`src/rtl/hub75_scan_driver.sv`:
```
// hub75_scan_driver: HUB75 LED panel scan driver.
// Reads a synchronous framebuffer one row pair at a time, shifts the colour
// bits out with a generated panel clock, latches them and shows each bit
// plane for BASE_TICKS<<plane clocks (binary-coded modulation).
//
// Optional feature (macro LEDMATRIX_BUF_SWAP_EN): double-buffered framebuffer.
// Adds SwapReq (in) / Bank (out); Bank becomes the RdAddr MSB and only
// changes on the FrameDone clock, so a frame never mixes banks.
//
// Ports:
//   Clk, Rst_n          clock, synchronous active-low reset
//   Enable              run scanning (sampled in IDLE and at row/plane end)
//   RdAddr / RdData     framebuffer address {[bank,] row, col} / colour word
//                       {R1,G1,B1,R2,G2,B2}, captured one clock after RdAddr
//   R1..B2              panel colour bits (upper / lower half)
//   PanelClk, Lat, OE_n panel shift clock, latch, output enable (active low)
//   Addr                panel row address
//   FrameDone           one-clock pulse when the row counter wraps
//   Busy                FSM not in IDLE
module hub75_scan_driver #(
    parameter int unsigned COLS       = 32,
    parameter int unsigned ADDR_BITS  = 3,
    parameter int unsigned BPC        = 4,
    parameter int unsigned BASE_TICKS = 8,
    localparam int unsigned CW        = $clog2(COLS),
`ifdef LEDMATRIX_BUF_SWAP_EN
    localparam int unsigned RAW       = ADDR_BITS + CW + 1
`else
    localparam int unsigned RAW       = ADDR_BITS + CW
`endif
) (
    input  logic                 Clk,
    input  logic                 Rst_n,
    input  logic                 Enable,
`ifdef LEDMATRIX_BUF_SWAP_EN
    input  logic                 SwapReq,
    output logic                 Bank,
`endif
    output logic [RAW-1:0]       RdAddr,
    input  logic [6*BPC-1:0]     RdData,
    output logic                 R1,
    output logic                 G1,
    output logic                 B1,
    output logic                 R2,
    output logic                 G2,
    output logic                 B2,
    output logic                 PanelClk,
    output logic                 Lat,
    output logic                 OE_n,
    output logic [ADDR_BITS-1:0] Addr,
    output logic                 FrameDone,
    output logic                 Busy
);

    localparam int unsigned SW  = CW + 2;
    localparam int unsigned PW  = $clog2(BPC) + 1;
    localparam int unsigned DCW = $clog2(BASE_TICKS << (BPC - 1)) + 1;

    localparam logic [SW-1:0]  LAST_STEP  = SW'(2 * COLS);
    localparam logic [PW-1:0]  LAST_PLANE = PW'(BPC - 1);
    localparam logic [DCW-1:0] BASE_D     = DCW'(BASE_TICKS);

    typedef enum logic [1:0] {IDLE, SHIFT, LATCH, DISPLAY} state_e;

    state_e               state_q, state_d;
    logic [SW-1:0]        step_q, step_d;
    logic [PW-1:0]        plane_q, plane_d;
    logic [ADDR_BITS-1:0] row_q, row_d;
    logic [DCW-1:0]       disp_q, disp_d;
    logic [5:0]           rgb_q, rgb_d;
    logic                 pclk_q, pclk_d;
    logic                 lat_q, lat_d;
    logic                 oe_n_q, oe_n_d;
    logic                 fd_q, fd_d;
    logic                 busy_q, busy_d;
    logic [ADDR_BITS-1:0] addr_q, addr_d;
    logic [RAW-1:0]       rdaddr_q, rdaddr_d;
    logic [CW-1:0]        col_d;
`ifdef LEDMATRIX_BUF_SWAP_EN
    logic                 bank_q, bank_d;
    logic                 pend_q, pend_d;
`endif

    // Current bit plane of each colour field; bit 5 = R1 ... bit 0 = B2
    logic [5:0][BPC-1:0] fields;
    logic [5:0]          plane_bits;

    assign fields = RdData;

    for (genvar g = 0; g < 6; g++) begin : g_plane
        assign plane_bits[g] = 1'(fields[g] >> plane_q);
    end

    // Next-state and next-output logic; outputs are registered from next state
    always_comb begin
        state_d  = state_q;
        step_d   = step_q;
        plane_d  = plane_q;
        row_d    = row_q;
        disp_d   = disp_q;
        rgb_d    = rgb_q;
        addr_d   = addr_q;
        rdaddr_d = rdaddr_q;
        pclk_d   = 1'b0;
        lat_d    = 1'b0;
        oe_n_d   = 1'b1;
        fd_d     = 1'b0;
        busy_d   = 1'b0;
        col_d    = '0;
`ifdef LEDMATRIX_BUF_SWAP_EN
        bank_d   = bank_q;
        pend_d   = pend_q | SwapReq;
`endif

        unique case (state_q)
            IDLE: begin
                if (Enable) begin
                    state_d = SHIFT;
                    step_d  = '0;
                    row_d   = '0;
                    plane_d = '0;
                end
            end
            SHIFT: begin
                if (step_q == LAST_STEP) begin
                    state_d = LATCH;
                end else begin
                    step_d = step_q + SW'(1);
                end
            end
            LATCH: begin
                state_d = DISPLAY;
                disp_d  = (BASE_D << plane_q) - DCW'(1);
            end
            DISPLAY: begin
                if (disp_q != '0) begin
                    disp_d = disp_q - DCW'(1);
                end else begin
                    step_d = '0;
                    if (plane_q < LAST_PLANE) begin
                        plane_d = plane_q + PW'(1);
                        state_d = SHIFT;
                    end else begin
                        plane_d = '0;
                        row_d   = row_q + ADDR_BITS'(1);
                        fd_d    = (row_q == '1);
                        state_d = Enable ? SHIFT : IDLE;
                    end
                end
            end
            default: state_d = IDLE;
        endcase

`ifdef LEDMATRIX_BUF_SWAP_EN
        // Bank only flips at the frame boundary so a frame reads one bank
        if (fd_d && pend_d) begin
            bank_d = ~bank_q;
            pend_d = 1'b0;
        end
`endif

        // Step 0 primes column 0; odd steps prefetch the next column
        col_d  = CW'((step_d + SW'(1)) >> 1);
        busy_d = (state_d != IDLE);

        unique case (state_d)
            SHIFT: begin
                pclk_d = (step_d != '0) && !step_d[0];
`ifdef LEDMATRIX_BUF_SWAP_EN
                rdaddr_d = {bank_d, row_d, col_d};
`else
                rdaddr_d = {row_d, col_d};
`endif
                // Load on entering phase0; held through phase1 rising PanelClk
                if (step_d[0]) begin
                    rgb_d = plane_bits;
                end
            end
            LATCH: begin
                lat_d  = 1'b1;
                addr_d = row_d;
            end
            DISPLAY: oe_n_d = 1'b0;
            default: ;
        endcase
    end

    // State and output registers
    always_ff @(posedge Clk) begin
        if (!Rst_n) begin
            state_q  <= IDLE;
            step_q   <= '0;
            plane_q  <= '0;
            row_q    <= '0;
            disp_q   <= '0;
            rgb_q    <= '0;
            pclk_q   <= 1'b0;
            lat_q    <= 1'b0;
            oe_n_q   <= 1'b1;
            fd_q     <= 1'b0;
            busy_q   <= 1'b0;
            addr_q   <= '0;
            rdaddr_q <= '0;
`ifdef LEDMATRIX_BUF_SWAP_EN
            bank_q   <= 1'b0;
            pend_q   <= 1'b0;
`endif
        end else begin
            state_q  <= state_d;
            step_q   <= step_d;
            plane_q  <= plane_d;
            row_q    <= row_d;
            disp_q   <= disp_d;
            rgb_q    <= rgb_d;
            pclk_q   <= pclk_d;
            lat_q    <= lat_d;
            oe_n_q   <= oe_n_d;
            fd_q     <= fd_d;
            busy_q   <= busy_d;
            addr_q   <= addr_d;
            rdaddr_q <= rdaddr_d;
`ifdef LEDMATRIX_BUF_SWAP_EN
            bank_q   <= bank_d;
            pend_q   <= pend_d;
`endif
        end
    end

    assign {R1, G1, B1, R2, G2, B2} = rgb_q;
    assign PanelClk  = pclk_q;
    assign Lat       = lat_q;
    assign OE_n      = oe_n_q;
    assign Addr      = addr_q;
    assign RdAddr    = rdaddr_q;
    assign FrameDone = fd_q;
    assign Busy      = busy_q;
`ifdef LEDMATRIX_BUF_SWAP_EN
    assign Bank      = bank_q;
`endif

endmodule

```
`config.mk`:
```
export PLATFORM = sky130hd
export DESIGN_NAME = hub75_scan_driver
export DESIGN_NICKNAME = d
export VERILOG_FILES = /design/src/rtl/hub75_scan_driver.sv
export SDC_FILE = /design/constraint.sdc
export NUM_CORES = 1
export LEC_CHECK = 0
export BUFFER_PORTS_ARGS = -buffer_cell sky130_fd_sc_hd__clkbuf_2
export CELL_PAD_IN_SITES_DETAIL_PLACEMENT = 1
export CELL_PAD_IN_SITES_GLOBAL_PLACEMENT = 1
export CORE_ASPECT_RATIO = 1.2
export CORE_MARGIN = 2
export CORE_UTILIZATION = 44
export DETAILED_ROUTE_END_ITERATION = 6
export GPL_TIMING_DRIVEN = 0
export PLACE_DENSITY = 0.83
export SLEW_MARGIN = 10
export SYNTH_ARGS = -nofsm -noshare
export SYNTH_HDL_FRONTEND = slang
export SYNTH_SLANG_ARGS = --single-unit
```
`constraint.sdc`:
```
create_clock -name Clk -period 5.18 [get_ports Clk]
set_input_delay 0.259 -clock Clk [delete_from_list [all_inputs] [get_ports Clk]]
set_output_delay 0.259 -clock Clk [all_outputs]
set_load 0.01 [all_outputs]
```
### Word level (Yosys, flattened, before mapping)

Index checks and enable logic that the tools add are counted.

| storage, ports and cells | value |
|---|---|
| register bits | 44 |
| bits in latches | 0 |
| bits in writable memories | 0 |
| memory bits (read-only) | 0 |
| memories kept | 0 |

| operators by class | value |
|---|---|
| add/sub/neg operators | 6 |
| multipliers | 0 |
| div/mod/pow operators | 0 |
| $lt $le $gt $ge | 1 |
| equality and inequality tests | 11 |
| shifts and indexed selects | 7 |
| muxes and demuxes | 22 |
| bitwise operators | 2 |
| reduce and logical (&&, ||, !) cells | 13 |

Operators by type and width:

| kind | number |
|---|---|
| two-way mux 7 bit | 4 |
| >> shifter 4 x 3 -> 1 bit | 6 |
| one-hot mux 7 bit (3 select lines) | 1 |
| two-way mux 3 bit | 6 |
| one-hot mux 7 bit (2 select lines) | 1 |
| nonzero test 7 bit | 2 |
| subtractor 7 x 1 -> 7 bit (second input constant) | 2 |
| one-hot mux 3 bit (2 select lines) | 2 |
| equality test 2 bit (second input constant) | 4 |
| one-hot mux 2 bit (4 select lines) | 1 |
| adder 7 x 1 -> 7 bit (second input constant) | 1 |
| equality test 7 bit (second input constant) | 1 |
| left shift 4 x 3 -> 7 bit (first input constant) | 1 |
| adder 3 x 1 -> 3 bit (second input constant) | 2 |
| adder 6 x 1 -> 6 bit (second input constant) | 1 |
| two-way mux 2 bit | 3 |
| inequality test 2 bit (second input constant) | 3 |
| AND reduction 2 bit | 3 |
| nonzero test 2 bit | 3 |
| equality test 2 x 1 -> 1 bit (second input constant) | 2 |
| two-way mux 1 bit | 4 |
| OR reduction 4 bit | 1 |
| equality test 3 bit (second input constant) | 1 |
| less-than comparator 3 x 2 -> 1 bit (second input constant) | 1 |
| other kinds (5) | 6 |

### Depth between registers and ports, before layout

Gate-level depths: netlist of run 1.

| logic depth | value |
|---|---|
| depth after elaboration | 6 |
| gate-level depth with buffers | 13 |
| gate-level depth less buffers | 11 |

### Worst setup path after synthesis of run 1

OpenSTA, ideal clock, no wires.

| timing | value |
|---|---|
| kind | reg2reg |
| start | register step_q[2] |
| end | register rdaddr_q[3] (netlist: RdAddr[3]) |
| library setup time | 0.074 ns |
| data arrival time | 2.251 ns |
| required time | 5.106 ns |
| path slack | 2.855 ns |
| stages on the path, launching flop included | 12 |
| buffers on the path | 2 |
| clock period less this slack | 2.325 ns |
| cell sequence | dfxtp_1 -> buf_6 -> or4_4 -> or2_4 -> o21ai_1 -> a22oi_1 -> buf_2 -> inv_2 -> ha_1 -> nand3b_1 -> xnor2_1 -> o21ai_0 |

| between the ends | value |
|---|---|
| cells in the longest elaborated chain, start to end | 4 |
| elaborated cells between the ends (all ways) | 10 |
| those cells by class | 2 x add/sub; 2 x eq/ne; 6 x mux |

RTL lines:

| what | RTL line | text |
|---|---|---|
| start: declaration | 66 | `logic [SW-1:0] step_q, step_d;` |
| start signal: assignment | 210 | `step_q <= step_d;` |
| equality test 7 bit | 125 | `if (step_q == LAST_STEP) begin` |
| two-way mux 7 bit | 125 |  |
| one-hot mux 7 bit (3 select lines) | 115 | `unique case (state_q)` |
| net step_d[0] | 66 |  |
| adder 6 x 1 -> 6 bit | 163 | `col_d = CW'((step_d + SW'(1)) >> 1);` |
| end signal: assignment | 221 | `rdaddr_q <= rdaddr_d;` |
| end: declaration | 77 | `logic [RAW-1:0] rdaddr_q, rdaddr_d;` |

The timed path passes the listed nets, and every way through them passes these cells.
A chain may end at the register's enable or synchronous reset.

### Worst setup path in the final report of run 1

| timing | value |
|---|---|
| start | register state_q[0] |
| end | register disp_q[6] |

| between the ends | value |
|---|---|
| cells in the longest elaborated chain, start to end | 3 |
| elaborated cells between the ends (all ways) | 6 |
| those cells by class | 3 x eq/ne; 1 x mux; 2 x reduce/logical |

RTL lines:

| what | RTL line | text |
|---|---|---|
| start: declaration | 65 | `state_e state_q, state_d;` |
| start signal: assignment | 209 | `state_q <= state_d;` |
| equality test 2 bit | 115 |  |
| inequality test 2 bit (no line) / nonzero test 2 bit (equally long branches) | - |  |
| AND reduction 2 bit (no line) | - |  |
| end signal: assignment | 213 | `disp_q <= disp_d;` |
| end: declaration | 69 | `logic [DCW-1:0] disp_q, disp_d;` |

Parallel ways exist; a longest one is shown, timed or not.

==> results of run 1 <==
## area by class of cell
class	instances	share of cell area (%)
multi-input cells	235	51.8
flip-flops and latches	44	28.6
repair buffers	48	7.80
plain buffers	19	3.45
well taps	80	3.25
clock buffers	6	2.36
inverters	13	1.58
clock inverters	2	1.14
## cell families after synthesis
kind of cell / Yosys count / share of synthesized area (%)
flip-flops: 44 / 33.5
AND/OR/NAND/NOR: 113 / 21.9
AO/OA/AOI/OAI: 87 / 21.4
buffers and inverters: 32 / 5.90
adder cells (fa/ha/maj): 16 / 7.61
multiplexers: 12 / 7.42
XOR/XNOR: 7 / 2.33
## report_power, final
group / internal, µW / total (µW) / switching [µW]
registers: 351 / 361 / 9.84
clock network: 143 / 271 / 128
logic: 52.2 / 135 / 82.7
## routing by layer
metal  GRT usage [%]  share of wire, %  vias to the layer above  wire length (µm)
met5               0                 0                        -                 0
met1            29.2                43                     1225              3250
met4            8.44               1.7                        0               130
met3            4.21               3.0                       11               226
li1                -                 -                     1228                 -
met2            43.0                52                       50              3890
## state kept, by name, summed over array words and instances, names as in the netlist
| name | count |
|---|---|
| Busy | 1 |
| disp_q | 7 |
| OE_n | 1 |
| PanelClk | 1 |
| Lat | 1 |
| RdAddr | 8 |
| FrameDone | 1 |
| plane_q | 3 |
| state_q | 2 |
| rgb_q | 6 |
| Addr | 3 |
| row_q | 3 |
| step_q | 7 |
## worst paths after layout
| path | cells past startpoint | from | to |
|---|---|---|---|
| hold / removal | 3 | Rst_n | state_q[1] |
| hold reg to reg | 2 | RdAddr[1] | RdAddr[1] |
| setup reg to reg | 10 | state_q[0] | disp_q[6] |
| setup / recovery | 10 | state_q[0] | disp_q[6] |
## per-stage QoR
stage	hold slack, ps	instances	worst slack, ps
6_report	280	447	2270
5_1_grt	305	447	2050
4_1_cts	280	447	2270
3_5_place_dp	445	439	2290
3_3_place_gp	446	439	2360
2_1_floorplan	363	311	2850
## cells in the mapped netlist (2+ instances only)
| cell type | count |
|---|---|
| xnor2_1 | 5 |
| o21ai_0 | 25 |
| inv_1 | 11 |
| and2_1 | 8 |
| mux2i_1 | 6 |
| nor3_1 | 6 |
| nand2b_1 | 3 |
| and3_2 | 3 |
| clkbuf_1 | 11 |
| a22oi_1 | 7 |
| nand4_1 | 7 |
| dfxtp_1 | 44 |
| a31oi_1 | 5 |
| nand3b_1 | 2 |
| nand3_1 | 7 |
| o21ai_2 | 2 |
| a21oi_1 | 23 |
| o211a_1 | 2 |
| nand2_1 | 21 |
| buf_6 | 4 |
| or3_1 | 4 |
| nor4_1 | 2 |
| a211oi_1 | 2 |
| xor2_1 | 2 |
| nor2b_1 | 2 |
| buf_2 | 4 |
| nor2_1 | 37 |
| o31ai_1 | 2 |
| or4_4 | 2 |
| ha_1 | 16 |
| mux4_2 | 6 |
## worst max-delay path, cell delays in order, from the launching register on
cell and delay [ps]:
dfxtp_1 420, ha_1 300, clkbuf_1 360, clkbuf_1 510, nand2_1 170, ha_1 240, a21boi_0 170, o2111a_1 200
nor4bb_1 250, a21oi_1 70, a21oi_1 150
==> flow_summary.yaml, run 1 <==
outcome:
  status: "completed"
yosys:
  async_flop_share_pct: 0
  synthFlopType: "dfxtp_1"
  yosysTopAreaCellShare_pct: 33.5
  avgSynthCellArea_um2: 8.46
  syn_area_mm2: 0.00263
  syn_nets: 354
  synth-edff-count: 0
  seq_area_frac_synth_pct: 33.5
  synth_cell_types: 61
  yosysTopAreaCell: "dfxtp_1"
  synth_area_leaders: "dfxtp_1 33%, ha_1 7.6%, nor2_1 5.3%"
  ys_seq_elements: 44
  syn_inst: 311
  yosys_warnings: 0
final_layout:
  seqCellArea_um2: 881
  fin_nets: 409
  area_growth_pct: 17.0
  final_cell_mix: "48 x clkbuf_2, 44 x dfxtp_1, 37 x nor2_1"
  multi_input_area_mm2: 0.00160
  drive_above_1_share_pct: 22.9
  antennaDiodeCount: 0
  fin_util_pct: 54.0
  stdcell_area_mm2: 0.00308
  final_common_cell: "clkbuf_2"
  fillers: 716
timing:
  grt_setup_unrepaired: "false"
  fmax_ghz: 0.344
  skew_ps: 8.07
  post-route-period-util_pct: 56.1
  slew_viol_final: 0
  hold_violations: 0
  min_period_ps: 2910
  tns_ps: 0
  worstMarginPinSlew_ps: 590
  setup_violations: 0
  slew_headroom_pct: 60.7
cts:
  clk_path_buf_depth: 2
  holdBufCountCts: 0
  cts_max_level: 2
  clock-sinks: 44
  cts_setup_buffers: 0
  cts-root-buf: "clkbuf_8"
  cts_tree: "done"
  worstSkewPairLatency_ps: 310
  ctsResizeCount: 0
  cts_buffers: 5
  clk_pin_slew_worst_paths_ps: 90
pwr:
  leakagePower_uw: 0.00124
  powerDensity_mw_per_mm2: 249
  p_total_uw: 767
  ir_drop_uv: 124
floorplanning:
  row_count: 30
  io_pins: 49
  die_h_um: 88.7
  die_area_mm2: 0.00662
  coreArea_mm2: 0.00571
  initial_core_util_pct: 46.1
  dieWidth_um: 74.6
run:
  cap_violations: 0
routing:
  dr.pass1.iters: 4
  vias: 2514
  ant_nets: 0
  drc: 0
  via_per_inst: 5.62
  drt_iter0_drc: 103
  wl_mm: 7.49
  wire_per_inst_um: 16.8
global_routing:
  grt_pass1_wl_mm: 12.2
  grt_pass1_vias: 2502
  grt.total_usage_pct: 24.3
  grt_max_degree: 14
  antenna_found_initial: 0
  overflow: 0
worst_hold_path:
  min_path_type: "input pin to register"
place:
  placed_area_mm2: 0.00297
  gp_congestion: 0.868
  port-buffer-count: 48
  dp_hpwl_mm: 5.60
setup_path:
  worstSetupPathType: "register to register"
  cp_data_arrival_time_ps: 3150
  cp-end-kind: "register"
  r2r_slack_ps: 2270
  critPathLaunchType: "register"
  worstPathRequired_ps: 5430
  cp_max_fo: 10
Power figures use the tool's default switching activity.
==> inputs of run 2 (changes only) <==
--- a/config.mk
+++ b/config.mk
@@ -10,10 +10,10 @@
 export CELL_PAD_IN_SITES_GLOBAL_PLACEMENT = 1
 export CORE_ASPECT_RATIO = 1.2
 export CORE_MARGIN = 2
-export CORE_UTILIZATION = 44
+export CORE_UTILIZATION = 41
 export DETAILED_ROUTE_END_ITERATION = 6
 export GPL_TIMING_DRIVEN = 0
-export PLACE_DENSITY = 0.83
+export PLACE_DENSITY = 0.78
 export SLEW_MARGIN = 10
 export SYNTH_ARGS = -nofsm -noshare
 export SYNTH_HDL_FRONTEND = slang
==> constraint.sdc (replaced) <==
create_clock -name Clk -period 3 [get_ports Clk]
set_input_delay 0.15 -clock Clk [delete_from_list [all_inputs] [get_ports Clk]]
set_output_delay 0.15 -clock Clk [all_outputs]
set_load 0.01 [all_outputs]
==> run 2 against run 1 <==
- first-iteration DRC count shrank 14%
- final area shrank 0.85%
- highest routed layer unchanged
- global-route usage shrank 2.6 points
- clock skew is essentially flat
- sequential power grew 73%
- hold slack lost 110 ps
- die area grew 6.9%
- fmax grew 7.1%
- critical endpoint unchanged
- count of clock-buffer cells in the layout is the same
==> flow_summary.yaml, run 2 (synthesis gave the netlist of run 1 again) <==
setup_path:
  r2r_cells: 10
  cp_num_buf_inv: 2
  r2r_slack_ps: 290
  slowest_stage: "dfxtp_1"
  critical-path-max-stage-delay_ps: 420
  critPathLaunchType: "register"
  crit_family: "buffers and inverters"
  path_cells: "ha_1 > clkbuf_1 > clkbuf_2 > nand2_1 > ha_1 > a21boi_0 > o2111a_1 > nor4bb_1 > a21oi_1 > a21oi_1"
  r2r-end: "disp_q[6]"
  cp_max_fo: 10
  cp-end-kind: "register"
  r2r-start: "state_q[0]"
  worstSetupPathType: "register to register"
  cp_data_arrival_time_ps: 2950
  worstPathRequired_ps: 3240
floorplanning:
  io_pins: 49
  initial_core_util_pct: 42.9
  coreArea_mm2: 0.00613
  die_area_mm2: 0.00708
  row_count: 31
  die_h_um: 91.8
  dieWidth_um: 77.1
worst_hold_path:
  hp-start: "Rst_n"
  min_path_type: "input pin to register"
  hold-path-endpoint: "state_q[1]"
  whs_path_depth: 3
final_layout:
  final_cell_mix: "49 x clkbuf_2, 44 x dfxtp_1, 37 x nor2_1"
  drive_above_1_share_pct: 23.0
  area_growth_pct: 16.0
  final_cells: 448
  largest_reg_flops: 8
  fin_nets: 409
  final_common_cell: "clkbuf_2"
  antennaDiodeCount: 0
timing:
  min_period_ps: 2710
  grt_setup_unrepaired: "false"
  worstMarginPinSlew_ps: 553
  slew_viol_final: 0
  slew_headroom_pct: 63.2
  tns_ps: 0
  post-route-period-util_pct: 90.4
  hold_violations: 0
  setup_violations: 0
  fmax_ghz: 0.369
  skew_ps: 8.43
cts:
  cts-root-buf: "clkbuf_8"
  clock-sinks: 44
  holdBufCountCts: 0
  clk_pin_slew_worst_paths_ps: 80
  cts_setup_buffers: 0
  worstSkewPairLatency_ps: 310
  cts_buffers: 5
  clk_path_buf_depth: 2
  cts_max_level: 2
  cts_tree: "done"
global_routing:
  grt_pass1_vias: 2475
  grt_max_degree: 13
  grt.total_usage_pct: 21.7
  antenna_found_initial: 0
  grt_pass1_wl_mm: 12.3
  overflow: 0
run:
  cap_violations: 0
routing:
  drt_iter0_drc: 89
  vias: 2478
  ant_nets: 0
  dr.pass1.iters: 4
  drc: 0
  via_per_inst: 5.53
  wire_per_inst_um: 16.4
  wl_mm: 7.33
place:
  dp_hpwl_mm: 5.69
  gp_congestion: 0.807
  place_inst: 441
  port-buffer-count: 48
pwr:
  powerDensity_mw_per_mm2: 402
  ir_drop_uv: 159
  leakagePower_uw: 0.00123
outcome:
  status: "completed"
-- run 2: changes by cell type in the layout (fill, tap and decap cells not counted) --
cell | before | now
bufinv_16 | 1 | 0
clkbuf_1 | 12 | 11
clkbuf_2 | 48 | 49
-- run 2: how the worst max path moves through the flow --
stage / start / end / slack, ps / cells after the start
after floorplan: step_q[2] / RdAddr[3] / 670 / 11
after global placement: state_q[0] / disp_q[6] / 180 / 10
after detailed placement: state_q[0] / disp_q[6] / 130 / 10
after CTS: state_q[0] / disp_q[6] / 110 / 10
after global routing: state_q[0] / disp_q[6] / 40 / 10
final: state_q[0] / disp_q[6] / 290 / 10
-- run 2: timing repair --
action / CTS / global route
hold endpoints to repair: 0 / 0
setup endpoints to repair: 0 / 1
resized for setup: 0 / 2
-- run 2: metrics by stage --
stage | setup WS [ps] | hold WS, ps | power, µW | area [µm²] | util, %
after floorplan | 675 | 254 | 780 | 2630 | -
after global placement | 181 | 448 | 862 | 2970 | 48.5
after detailed placement | 129 | 458 | 870 | 2970 | 48.5
after CTS | 110 | 169 | 1240 | 3050 | 49.8
after global routing | 41.3 | 189 | 1290 | 3050 | 49.8
final | 287 | 168 | 1230 | 3050 | 49.8
-- run 2: cell type report --
type / count / area, µm²
fillers: 798 / 3080
multi-input cells: 235 / 1600
flip-flops and latches: 44 / 881
repair buffers: 48 / 240
plain buffers: 19 / 108
well taps: 82 / 103
clock buffers: 6 / 72.6
inverters: 13 / 48.8
clock inverters: 1 / 5.00
-- run 2: worst register-to-register path: stages, from the launching register on --
cell and delay [ps]:
dfxtp_1 420, ha_1 330, clkbuf_1 390, clkbuf_2 330, nand2_1 120, ha_1 220, a21boi_0 170, o2111a_1 200
nor4bb_1 270, a21oi_1 60, a21oi_1 140
-- run 2: power breakdown --
part / leakage (µW) / switching [µW] / internal, µW
clock network: 0.0000410 / 213 / 159
logic: 0.000829 / 143 / 89.8
registers: 0.000357 / 16.4 / 607
total: 0.00123 / 373 / 855
-- run 2: layer usage --
metal	vias up	GRT usage, %	share of wire [%]
met3	9	3.74	2.6
li1	1228	-	-
met2	37	37.9	52
met1	1204	27.2	44
met4	0	6.25	1.6
met5	-	0	0
